$ cat src/rtl/adc_dout_capture_pkg.sv
// adc_dout_capture_pkg: shared ADC link constants, FSM states and sample-window helper
package adc_dout_capture_pkg;
  localparam int NBITS = 12;
  localparam int CNT_MOD = 80;
  localparam int CW = $clog2(CNT_MOD);
  localparam int X_FIRST = 19;
  localparam int Y_FIRST = 51;
  typedef enum logic [1:0] {SYNC, X_SHIFT, Y_SHIFT} state_t;
  // true on the NBITS DCLK-high counts starting at first (first, first+2, ...)
  function automatic logic in_window(input logic [CW-1:0] cnt, input int first);
    int off;
    off = int'(cnt) - first;
    return off >= 0 && off <= 2 * (NBITS - 1) && off[0] == 1'b0;
  endfunction
endpackage

$ cat src/rtl/adc_dout_capture_shift_in.sv
// adc_shift_in: MSB-first serial-in/parallel-out register with sample enable and sync clear
module adc_shift_in
  import adc_dout_capture_pkg::*;
#(
  parameter int W = NBITS
) (
  input  logic         clk,
  input  logic         rst,
  input  logic         clr,
  input  logic         en,
  input  logic         din,
  output logic [W-1:0] data_q
);
  logic [W-1:0] data_d;
  always_comb data_d = clr ? '0 : en ? {data_q[W-2:0], din} : data_q;
  always_ff @(posedge clk) data_q <= rst ? '0 : data_d;
endmodule

$ cat src/rtl/adc_dout_capture.sv
// adc_dout_capture: deserialises X/Y ADC results per frame and hands them off with valid/ack
module adc_dout_capture
  import adc_dout_capture_pkg::*;
(
  input  logic             CLK,
  input  logic             RST,
  input  logic             Enable,
  input  logic [CW-1:0]    Cuenta,
  input  logic             ADC_DOUT,
  input  logic             PENIRQ_n,
  input  logic             Coord_Ack,
  output logic [NBITS-1:0] X_Coord,
  output logic [NBITS-1:0] Y_Coord,
  output logic             Coord_Vld,
  output logic             Overrun
);
  localparam logic [CW-1:0] X_LAST = CW'(X_FIRST + 2 * (NBITS - 1));
  localparam logic [CW-1:0] Y_LAST = CW'(Y_FIRST + 2 * (NBITS - 1));
  state_t state_q, state_d;
  logic pen_ok_q, pen_ok_d, vld_q, vld_d, ovr_q, ovr_d;
  logic frame_clr, x_en, y_en, commit;
  logic [NBITS-1:0] x_data, y_data, y_final;
  logic [NBITS-1:0] x_coord_q, x_coord_d, y_coord_q, y_coord_d;
  adc_shift_in #(.W(NBITS)) u_x (
    .clk(CLK), .rst(RST), .clr(frame_clr), .en(x_en), .din(ADC_DOUT), .data_q(x_data)
  );
  adc_shift_in #(.W(NBITS)) u_y (
    .clk(CLK), .rst(RST), .clr(frame_clr), .en(y_en), .din(ADC_DOUT), .data_q(y_data)
  );
  always_comb begin
    x_en = Enable && state_q == X_SHIFT && in_window(Cuenta, X_FIRST);
    y_en = Enable && state_q == Y_SHIFT && in_window(Cuenta, Y_FIRST);
    frame_clr = Enable && Cuenta == '0;
    state_d = state_q;
    pen_ok_d = pen_ok_q;
    commit = 1'b0;
    if (!Enable) state_d = SYNC;
    else if (frame_clr) begin
      state_d = X_SHIFT;
      pen_ok_d = 1'b1;
    end else begin
      if ((x_en || y_en) && PENIRQ_n) pen_ok_d = 1'b0;
      if (state_q == X_SHIFT && Cuenta == X_LAST) state_d = Y_SHIFT;
      if (state_q == Y_SHIFT && Cuenta == Y_LAST) begin
        state_d = SYNC;
        commit = pen_ok_d;
      end
    end
    // the Y LSB is still on ADC_DOUT during the commit cycle
    y_final = {y_data[NBITS-2:0], ADC_DOUT};
    x_coord_d = commit ? x_data : x_coord_q;
    y_coord_d = commit ? y_final : y_coord_q;
    vld_d = commit || (vld_q && !Coord_Ack);
    ovr_d = commit && vld_q && !Coord_Ack;
  end
  always_ff @(posedge CLK) begin
    if (RST) begin
      state_q <= SYNC;
      pen_ok_q <= 1'b0;
      vld_q <= 1'b0;
      ovr_q <= 1'b0;
      x_coord_q <= '0;
      y_coord_q <= '0;
    end else begin
      state_q <= state_d;
      pen_ok_q <= pen_ok_d;
      vld_q <= vld_d;
      ovr_q <= ovr_d;
      x_coord_q <= x_coord_d;
      y_coord_q <= y_coord_d;
    end
  end
  assign X_Coord = x_coord_q;
  assign Y_Coord = y_coord_q;
  assign Coord_Vld = vld_q;
  assign Overrun = ovr_q;
endmodule

$ cat config.mk
export PLATFORM = sky130hd
export DESIGN_NAME = adc_dout_capture
export DESIGN_NICKNAME = d
export VERILOG_FILES = /design/src/rtl/adc_dout_capture_pkg.sv /design/src/rtl/adc_dout_capture_shift_in.sv /design/src/rtl/adc_dout_capture.sv
export SDC_FILE = /design/constraint.sdc
export NUM_CORES = 1
export LEC_CHECK = 0
export CORE_ASPECT_RATIO = 1.5
export CORE_UTILIZATION = 55
export DETAILED_ROUTE_END_ITERATION = 10
export PLACE_DENSITY_LB_ADDON = 0.15
export SYNTH_ARGS = -nofsm -noshare
export SYNTH_HDL_FRONTEND = slang
export SYNTH_SLANG_ARGS = --single-unit
$ cat constraint.sdc
create_clock -name CLK -period 4.4 [get_ports CLK]
set_input_delay 0.88 -clock CLK [delete_from_list [all_inputs] [get_ports CLK]]
set_output_delay 0.88 -clock CLK [all_outputs]
set_load 0.01 [all_outputs]
==> results.md <==
* H-tree Lvls at 2
* Starting Density at 0.5827
* Placed wire-length estimate at 2730 um
* Critical Path AT at 3.46 ns
* Sink Count at 52
* Final Hold Fails at 0
* Post-synth top area cell: dfxtp_1
* Gate power share at 0.057
* Peak supply drop at 0.2837 mV
* Max-slew violation count at 0
* Area share of the largest cell type after synthesis at 0.4473
* Seq pwr share at 0.597
* Slowest-stage cell, CP: and2_1
* PnR Total Power at 0.7870 mW
* Pint at 0.6060 mW
* Initial antenna violation count at 0
* CTS tree: done
* Die Footprint at 4501 sq um
* Fmax at 0.3031 GHz
* Largest stage delay, worst path at 0.54 ns
* # Post-CTS Setup Buffers at 0
* Cell Count Post-Placement at 307
* Nets at 285
* Worst-path cell chain: clkdlybuf4s50_1 -> ha_1 -> o31ai_2 -> or4b_1 -> a21oi_1 -> and2_1 -> mux2i_1 -> nor2_1
* Fin Setup TNS at 0 ns
* P per Cell Area at 283.1 nW/um^2
* Status: complete, no violations
* Chip height at 81.67 um
* Critical path startpoint category: input pin
* Min Tclk post-route at 3.300 ns
* Sequential area share after synthesis at 0.4473
* Post-synthesis average cell area at 9.861 sq um
* Final WS setup at 1.100 ns
* First-pass GRT wire length at 6472 um
* YS warnings at 0
* Post-Layout Cell Count at 315
* Net Switching at 0.1810 mW
* Place WS at 0.7810 ns
* Hold Buf Count CTS at 0
* RSZ-0062 raised after global routing: no
* Tot GR Track Use at 0.1964
* Area of the mapped netlist at 2327 sq um
* Top Ports at 39
* Final Cell Area at 2780 sq um
* Via-to-Cell Ratio at 5.314
* Layout cells sized above 1 at 0.04444
* Kind of critical path: input pin to register
* Pre-antenna DRT Iters at 4
* Syn nets at 252
* Clock root buffer: clkbuf_8
* Max-cap viol count at 0
* Via count at 1674
* Register bit total from synthesis at 52
* Placer's final routability congestion estimate at 0.8380
* Worst hold margin at 0.4763 ns
* Routed Antenna Nets at 0
* Core Region at 3994 sq um
* Num CTS Buffers at 5
* Worst skew pair latency at 0.30 ns
* First DRT Iteration DRCs at 24
* Largest net degree at the start of global routing at 53
* Leakage at 0.9855 nW
* Setup Viol. Count Final at 0
* Vias in the first global route at 1546
* Chip Width at 55.11 um
* CP max FO at 11
* Most frequent cells in the layout: 52 x dfxtp_1, 52 x nand2b_1, 47 x mux2i_1
* Gr ovfl total at 0
* Fillers at 324
* DRC viols at 0
* Sw Ratio at 0.2300
* Hold Crit Class: register to register
* Fin crit share at 0.7499
* R2R Setup Slk at 2.59 ns
* # diodes at 0
* Crit end category: register
* Crit path required time at 4.56 ns
* Port Buffers at 38
* Synth cell types at 32
* Final setup skew at 0.006352 ns
* Synthesis-to-finish area growth at 19.46%
* Layout Utilization at 0.6961
* Cts repair resizes at 0
* Clock power share at 0.345
* Post-DP Area at 2688 sq um
* Worst-path clk slew at 0.09 ns
* Wire length per cell at 12.96 um
* Cells taking the most area after synthesis: dfxtp_1 45%, mux2i_1 20%, nand2b_1 14%
* Final wirelength at 4082 um
* Row cnt at 28
* Clock buffer depth at 2
* Worst-Margin Slew at 0.8089 ns
* Mapped Cells at 236
* Rel. slew slack at 0.4607
-- critical path, delay by kind of cell --
family | cells | cell delay [ns]
mux | 1 | 0.27
buf+inv | 1 | 0.53
simple gates | 3 | 1.06
compound gates | 2 | 0.40
fa+ha+maj | 1 | 0.32
-- power groups by stage --
stage	combinational [mW]	clock, mW	sequential (mW)
finish	0.0450	0.272	0.470
global placement	0.0448	0	0.481
detailed placement	0.0450	0	0.481
CTS	0.0453	0.279	0.470
global route	0.0495	0.300	0.470
floorplan	0.0258	0	0.481
-- area by class of cell --
class                           instances  area (sq um)  share of cell area
Timing Repair Buffer                   39         387.9              0.1395
Sequential cell                        52          1041              0.3744
Clock inverter                          3         23.77            0.008551
Multi-Input combinational cell        166          1184              0.4257
Inverter                                5         18.77            0.006751
Clock buffer                            5         68.82             0.02475
Tap cell                               45         56.30             0.02025
-- cells in the mapped netlist --
| master | count |
|---|---|
| and4_4 | 1 |
| o21bai_1 | 2 |
| o2bb2ai_1 | 1 |
| o211ai_1 | 1 |
| a211oi_1 | 1 |
| a2bb2oi_1 | 1 |
| nor4b_1 | 1 |
| nand2_1 | 4 |
| nand2b_1 | 52 |
| a22oi_1 | 1 |
| or4b_1 | 1 |
| nor2b_1 | 3 |
| o21ba_2 | 1 |
| nand3_1 | 1 |
| o31ai_2 | 1 |
| nor3_1 | 3 |
| clkbuf_1 | 7 |
| o21ai_0 | 2 |
| mux2i_1 | 47 |
| nor4_1 | 1 |
| o2111ai_1 | 1 |
| buf_6 | 4 |
| ha_1 | 3 |
| dfxtp_1 | 52 |
| a21oi_1 | 5 |
| and2_1 | 2 |
| buf_4 | 1 |
| inv_1 | 5 |
| nor2_1 | 26 |
| nand4_1 | 3 |
| o21ba_1 | 1 |
| buf_2 | 1 |
-- kinds of logic after synthesis --
family,Yosys count,share of synthesized area
AOI/OAI and AO/OA,18,0.05645
muxes,47,0.2022
DFF,52,0.4473
adders and majority gates,3,0.01613
buffers and inverters,18,0.04409
and+or+nand+nor,98,0.2339
-- state kept, by name (all words and copies together), names as in the netlist --
register and flops:
u_x.data_q 12, Y_Coord 12, pen_ok_q 1, Overrun 1, X_Coord 12, state_q 2, Coord_Vld 1, u_y.data_q 11
-- metal layers --
metal / track usage / wire, um / up-vias
li1: - / - / 854
met1: 0.2123 / 1828 / 773
met2: 0.3470 / 2013 / 39
met3: 0.04815 / 166 / 8
met4: 0.08500 / 73 / 0
met5: 0 / 0 / -
-- path summary, 6_finish.rpt --
check	start	to	depth (start not counted)
setup / recovery	Cuenta[0]	u_y.data_q[1]	8
hold / removal	Y_Coord[7]	Y_Coord[7]	2
hold reg to reg	Y_Coord[7]	Y_Coord[7]	2
setup reg to reg	state_q[1]	Y_Coord[2]	6
Note: power is estimated with default switching activity, not from simulation.
